<file path="config.mk">
export PLATFORM = sky130hd
export DESIGN_NAME = pwl_synth_host_if
export DESIGN_NICKNAME = d
export VERILOG_FILES = /design/src/rtl/pwl_synth_host_if.sv
export SDC_FILE = /design/constraint.sdc
export NUM_CORES = 1
export LEC_CHECK = 0
export CAP_MARGIN = 25
export CORE_ASPECT_RATIO = 0.75
export CORE_MARGIN = 5
export CORE_UTILIZATION = 55
export DETAILED_ROUTE_END_ITERATION = 7
export PLACE_DENSITY = 0.79
export SLEW_MARGIN = 20
export SYNTH_ARGS = -nofsm -noshare
export SYNTH_HDL_FRONTEND = slang
export SYNTH_SLANG_ARGS = --single-unit
</file>
<file path="constraint.sdc">
create_clock -name clk -period 6.17 [get_ports clk]
set_clock_uncertainty 0.15 [all_clocks]
set_input_delay 0.9255 -clock clk [delete_from_list [all_inputs] [get_ports clk]]
set_output_delay 0.9255 -clock clk [all_outputs]
set_load 0.02 [all_outputs]
</file>
<file path="src/rtl/pwl_synth_host_if.sv">
// Host-side initiator for the synth chip register port: turns a register request into
// edge-coded cmd/data pin phases, polls busy for reads and fetches the result bytewise.
module pwl_synth_host_if #(
  parameter int STEP_CYCLES    = 4,
  parameter int TIMEOUT_CYCLES = 1024
) (
  input  logic        clk,
  input  logic        rst,
  input  logic        req_valid,
  output logic        req_ready,
  input  logic        req_write,
  input  logic [7:0]  req_addr,
  input  logic [15:0] req_wdata,
  output logic        rsp_valid,
  output logic [15:0] rsp_rdata,
  output logic        rsp_err,
  output logic [7:0]  pin_data,
  output logic [3:0]  pin_cmd,
  output logic        pin_read_sel,
  input  logic [7:0]  pin_rdata,
  input  logic        pin_busy
);

  localparam logic [7:0]  STEP_LAST = 8'(STEP_CYCLES - 1);
  localparam logic [10:0] TO_LAST   = 11'(TIMEOUT_CYCLES - 1);

  typedef enum logic [3:0] {
    IDLE, LO_SET, LO_CLR, HI_SET, HI_CLR, CMD_SET, CMD_CLR,
    WAIT_BUSY, RD_LO, RD_HI, RESP
  } state_t;

  state_t state, state_next;

  logic [7:0]  phase;
  logic [10:0] tmo;
  logic        busy_meta, busy_sync;
  logic [7:0]  rdata_in;
  logic        is_write, skip_hi;
  logic [7:0]  addr;
  logic [15:0] wdata;
  logic [7:0]  shadow_lo, shadow_hi;
  logic        shadow_valid;
  logic [15:0] rdata_acc;
  logic        err_flag;

  logic        accept, phase_done, timed_out, lo_match, hi_match;
  logic [3:0]  cmd_d;
  logic [7:0]  data_d;

  assign accept     = req_valid && req_ready && (state == IDLE);
  assign phase_done = (phase == STEP_LAST);
  assign timed_out  = (tmo == TO_LAST);
  assign lo_match   = shadow_valid && (req_wdata[7:0] == shadow_lo);
  assign hi_match   = shadow_valid && (req_wdata[15:8] == shadow_hi);

  always_ff @(posedge clk or posedge rst) begin
    if (rst) state <= IDLE;
    else     state <= state_next;
  end

  always_comb begin
    state_next = state;
    cmd_d      = 4'b0000;
    data_d     = pin_data;
    case (state)
      IDLE: begin
        if (accept) begin
          if (!req_write)     state_next = CMD_SET;
          else if (!lo_match) state_next = LO_SET;
          else if (!hi_match) state_next = HI_SET;
          else                state_next = CMD_SET;
        end
      end
      LO_SET: begin
        cmd_d  = 4'b0001;
        data_d = wdata[7:0];
        if (phase_done) state_next = LO_CLR;
      end
      LO_CLR: begin
        data_d = wdata[7:0];
        if (phase_done) state_next = skip_hi ? CMD_SET : HI_SET;
      end
      HI_SET: begin
        cmd_d  = 4'b0010;
        data_d = wdata[15:8];
        if (phase_done) state_next = HI_CLR;
      end
      HI_CLR: begin
        data_d = wdata[15:8];
        if (phase_done) state_next = CMD_SET;
      end
      CMD_SET: begin
        cmd_d  = is_write ? 4'b0100 : 4'b1000;
        data_d = addr;
        if (phase_done) state_next = CMD_CLR;
      end
      CMD_CLR: begin
        data_d = addr;
        if (phase_done) state_next = is_write ? RESP : WAIT_BUSY;
      end
      WAIT_BUSY: begin
        if (!busy_sync)     state_next = RD_LO;
        else if (timed_out) state_next = RESP;
      end
      RD_LO:   if (phase_done) state_next = RD_HI;
      RD_HI:   if (phase_done) state_next = RESP;
      RESP:    state_next = IDLE;
      default: state_next = IDLE;
    endcase
  end

  always_ff @(posedge clk or posedge rst) begin
    if (rst) begin
      phase        <= '0;
      tmo          <= '0;
      busy_meta    <= 1'b0;
      busy_sync    <= 1'b0;
      rdata_in     <= '0;
      is_write     <= 1'b0;
      skip_hi      <= 1'b0;
      addr         <= '0;
      wdata        <= '0;
      shadow_lo    <= '0;
      shadow_hi    <= '0;
      shadow_valid <= 1'b0;
      rdata_acc    <= '0;
      err_flag     <= 1'b0;
      pin_cmd      <= '0;
      pin_data     <= '0;
      pin_read_sel <= 1'b0;
      rsp_valid    <= 1'b0;
      rsp_rdata    <= '0;
      rsp_err      <= 1'b0;
      req_ready    <= 1'b1;
    end else begin
      busy_meta <= pin_busy;
      busy_sync <= busy_meta;
      rdata_in  <= pin_rdata;

      if (state_next != state) phase <= '0;
      else if (phase != 8'hff) phase <= phase + 8'd1;

      // Saturates so a very long TIMEOUT_CYCLES setting can never wrap back to zero.
      if (state != WAIT_BUSY)   tmo <= '0;
      else if (tmo != 11'h7ff)  tmo <= tmo + 11'd1;

      if (accept) begin
        is_write  <= req_write;
        addr      <= req_addr;
        wdata     <= req_wdata;
        skip_hi   <= req_write && hi_match;
        rdata_acc <= '0;
        err_flag  <= 1'b0;
      end

      if (state == RD_LO && phase_done) rdata_acc[7:0]  <= rdata_in;
      if (state == RD_HI && phase_done) rdata_acc[15:8] <= rdata_in;
      if (state == WAIT_BUSY && busy_sync && timed_out) err_flag <= 1'b1;

      if (state == CMD_CLR && phase_done && is_write) begin
        shadow_lo    <= wdata[7:0];
        shadow_hi    <= wdata[15:8];
        shadow_valid <= 1'b1;
      end

      pin_cmd      <= cmd_d;
      pin_data     <= data_d;
      pin_read_sel <= (state == RD_HI);
      rsp_valid    <= (state == RESP);
      rsp_err      <= (state == RESP) && err_flag;
      rsp_rdata    <= (state == RESP) ? rdata_acc : 16'h0000;
      req_ready    <= (state == IDLE) && !accept;
    end
  end

endmodule

</file>
---- Word-level counts from Yosys, hierarchy flattened ----
Cells that the tools add are included.
W data, S select, Z words.
storage, ports and cells
  flip-flop bits (word level) ............. 125
  input bits .............................. 37
  output and inout port bits .............. 32
  word-level logic and storage cells ...... 97
cells by class
  $add $sub $neg .......................... 2
  equality and inequality tests ........... 18
  muxes and demuxes ....................... 30
  reduce and logical (&&, ||, !) cells .... 24
operators by type and width
  cell                     count
  $mux W4                  13
  $pmux W4 S10             1
  $mux W16                 2
  $mux W8                  4
  $pmux W8 S3              1
  $mux W11                 2
  $eq A4 B3 Y1 const B     4
  $eq A8 B8 Y1             2
  $logic_and A1 B1 Y1      13
  $eq A4 B4 Y1 const B     3
  $mux W3                  4
  $pmux W4 S3              1
  $add A11 B1 Y11 const B  1
  $eq A11 B10 Y1 const B   1
  $ne A11 B11 Y1 const B   1
  $reduce_bool A2 Y1       5
  $add A8 B1 Y8 const B    1
  $eq A4 B2 Y1 const B     2
  $eq A8 B2 Y1 const B     1
  $ne A8 B8 Y1 const B     1
  $reduce_or A2 Y1         3
  $eq A4 B1 Y1 const B     1
  $logic_not A4 Y1         1
  $ne A4 B3 Y1 const B     1
  other kinds (4)          5

---- Depth between registers and ports, before layout ----
  depth in word-level cells ............... 9
  depth in mapped cells ................... 8
  gate-level depth less buffers ........... 6

---- Least setup slack after synthesis ----
Ideal clock, no wire load.
  kind .................................... input to register
  from .................................... input req_valid
  to ...................................... register phase[1]
  library setup time ...................... 106 ps
  arrival time ............................ 1930 ps
  required time ........................... 5914 ps
  path slack .............................. 3984 ps
  stages on the path ...................... 5
  path buffers ............................ 1
  path through ............................ and4_1 -> clkbuf_1 -> a21oi_1 -> a31oi_4 -> nor4b_1
on the way
  cells in the longest elaborated chain, start to end .. 6
  elaborated cells on any way between the ends .. 7
  those cells by class .................... eq/ne: 1; mux: 3; reduce/logical: 3
ends and longest elaborated chain
  item                                                  RTL line  source
  from (decl)                                           9         input logic req_valid,
  $logic_and A1 B1 Y1 * (2 in series)                   50        assign accept = req_valid && req_ready && (state == IDLE);
  $mux W4 *                                             67        if (accept) begin
  $pmux W4 S10 *                                        65        case (state)
  $ne A4 B4 Y1 *                                        140       if (state_next != state) phase <= '0;
  $mux W8 / $reduce_bool A2 Y1 (equally long branches)  --
  to (signal assigned)                                  141       else if (phase != 8'hff) phase <= phase + 8'd1;
  to (decl)                                             34        logic [7:0] phase;
Mark *: on every way between the ends. The rest lies on a longest branch, timed or not.
A chain may end at the register's enable or synchronous reset.

---- Worst setup path in the final report ----
  from .................................... register state[3]
  to ...................................... register skip_hi
on the way
  cells in the longest elaborated chain, start to end .. 2
ends and longest elaborated chain
  item                    RTL line  source
  from (decl)             32        state_t state, state_next;
  from (signal assigned)  58        else state <= state_next;
  $logic_not A4 Y1        50
  $logic_and A1 B1 Y1     50
  to (signal assigned)    151       skip_hi <= req_write && hi_match;
  to (decl)               38        logic is_write, skip_hi;
No other way between the ends.

==> impl_metrics.ini <==
[run_status]
status = finished clean

[die]
dieArea_um2 = 12000
initial_core_util_pct = 56.4
die_h_um = 96.2
core_um2 = 9660
num_rows = 31
die_w_um = 125
io_pins = 69

[route]
wl_um = 12100
firstDrtPassIters = 5
wire_per_inst_um = 16.7
vias = 4061
drt-initial-drc-count = 500
ant_nets = 0
viasPerCell = 5.61
drc_errors = 0

[synthesis]
async_reset_ff_share_pct = 100
synth_top_area_share_pct = 57.0
yosysTopAreaCell = dfrtp_1
synth_area_per_cell_um2 = 10.6
synth.distinct_cells = 58
ys_seq_area_share_pct = 57.5
synth_area_leaders = dfrtp_1 57%, nand2_1 6.4%, nand3_1 2.6%, xnor2_1 2.4%, xor2_1 2.4%
synthCells = 512
synth.net_count = 551
yosysWarnings = 0
synth_area_um2 = 5450
ys_seq_elements = 125
synth_edf_count = 0
synth_flop_cell = dfrtp_1

[global_route]
grt_max_degree = 70
grt_pass1_wl_um = 19800
grt.overflow.total = 0
grt_usage_pct = 21.1
first_global_vias = 3973
antenna_found_initial = 0

[setup_path]
cp_data_required_time_ns = 6.30
worst_setup_path_end_kind = flop
worstPathMaxFanout = 26
path_class = reg2reg
start_kind = flop
rrSetupSlack_ns = 3.35
cp_data_arrival_time_ns = 2.95

[timing]
finalSetupViolations = 0
tns_ns = 0
holdWs_ns = 0.225
fin_crit_sh_pct = 45.8
rsz0062_at_grt = false
finalHoldViolations = 0
fin_crit_ns = 2.82
drv_slew = 0
relSlewSlack_pct = 44.1
worst_pin_slew_ns = 0.839
max_freq_mhz = 354

[layout]
num_antenna_cells = 0
fin_cells = 724
final_core_util_pct = 70.6
drive_gt1_share_pct = 10.3
fin_nets = 618
layout_common_cells = 124 x dfrtp_1, 93 x nand2_1, 68 x clkdlybuf4s50_1
layout_commonest_cell = dfrtp_1
syn2layout_area_growth_pct = 25.2

[cts]
cts_tree = built
ctsRootBufferMaster = clkbuf_16
clkLatencyLatePin_ns = 0.41
clk_path_buf_depth = 2
clk_pin_slew_ns = 0.06
cts_buffers = 17
cts_resized = 0
cts_hold_buf = 0
cts.sinks = 125
cts_setup_buffers = 0
cts_max_level = 4

[placed_design]
place_hpwl_um = 7780
place_inst = 691
gp_congestion = 0.844
port_buffers = 68

[run]
drv_cap = 0

[hold_path]
min_path_type = reg2reg

[pwr]
vdd_drop_max_mv = 0.238
p_leak_nw = 3.17
power.density_nw_per_um2 = 417
[flip-flops by register name, indices dropped and copies added (netlist names), 4 cells and up]
| register | count |
|---|---|
| rsp_rdata | 16 |
| addr | 8 |
| rdata_in | 8 |
| rdata_acc | 16 |
| shadow_hi | 8 |
| pin_data | 8 |
| shadow_lo | 8 |
| wdata | 16 |
| pin_cmd | 4 |
| phase | 8 |
| tmo | 11 |
| state | 4 |
[layout make-up]
type	instances	area [um^2]
Inverter	13	51.3
Sequential cell	125	3130
Clock buffer	26	489
Fill cell	652	2840
Tap cell	132	165
Timing Repair Buffer	72	718
Clock inverter	6	111
Multi-Input combinational cell	350	2150
[final timing paths]
| kind | start | end | depth (start not counted) |
|---|---|---|---|
| min in group asynchronous | rst | phase[4] | 2 |
| worst max-delay path | state[3] | skip_hi | 5 |
| worst max register to register | state[3] | skip_hi | 5 |
| max in group asynchronous | rst | shadow_valid | 3 |
| worst min register to register | busy_meta | busy_sync | 0 |
| worst min-delay path | busy_meta | busy_sync | 0 |
[report_power, final]
part / switching, mW / total [mW] / internal, mW
registers: 0.153 / 1.13 / 0.979
logic: 0.398 / 0.702 / 0.304
clock network: 0.340 / 1.01 / 0.668
total: 0.891 / 2.84 / 1.95
[layer usage]
metal | GRT usage, % | wire length [um] | part of all wire, %
met4 | 7.67 | 153 | 1.3
met1 | 28.4 | 5450 | 45
met3 | 6.82 | 711 | 5.9
met2 | 32.6 | 5810 | 48
met5 | 0 | 0 | 0
[logic make-up (layout without fill, tap and decap cells)]
group                    count (synthesis)  count (layout)  synth area share (%)
AO/OA/AOI/OAI                           77              77                  9.26
XOR/XNOR                                30              30                  4.82
adder cells (fa/ha/maj)                  2               2                 0.459
buffers and inverters                   37             117                  3.03
flip-flops                             125             125                  57.5
multiplexers                            20              20                  4.64
AND/OR/NAND/NOR                        221             221                  20.3
[critical path, stage by stage, from the launching register on]
cell and delay, ns:
dfrtp_1 0.69, nor2_1 0.44, nand4_1 0.71, buf_4 0.51, nand2_1 0.10, o21ai_0 0.09
[per-stage QoR]
stage	area, um^2	power (mW)	worst slack (ns)
2_1_floorplan	5450	1.60	1.77
3_3_place_gp	6200	1.80	2.99
3_5_place_dp	6200	1.83	2.91
4_1_cts	6800	2.85	3.16
5_1_grt	6820	2.99	3.09
6_report	6820	2.84	3.35
[Yosys cell counts (5+ instances only)]
library cell  count
o21ai_0          25
o21a_1            8
nand3_1          28
dfrtp_1         124
xnor2_1          15
mux2_2           10
a22oi_1           8
buf_2             5
and2_1           19
nand2_1          93
nand4_1           9
mux2_4            8
nor3_1           11
xor2_1           15
o22ai_1           8
nor2_1           31
clkbuf_1         12
inv_1            13
a21oi_1           9
No activity file was read; power rests on OpenSTA's default activity.
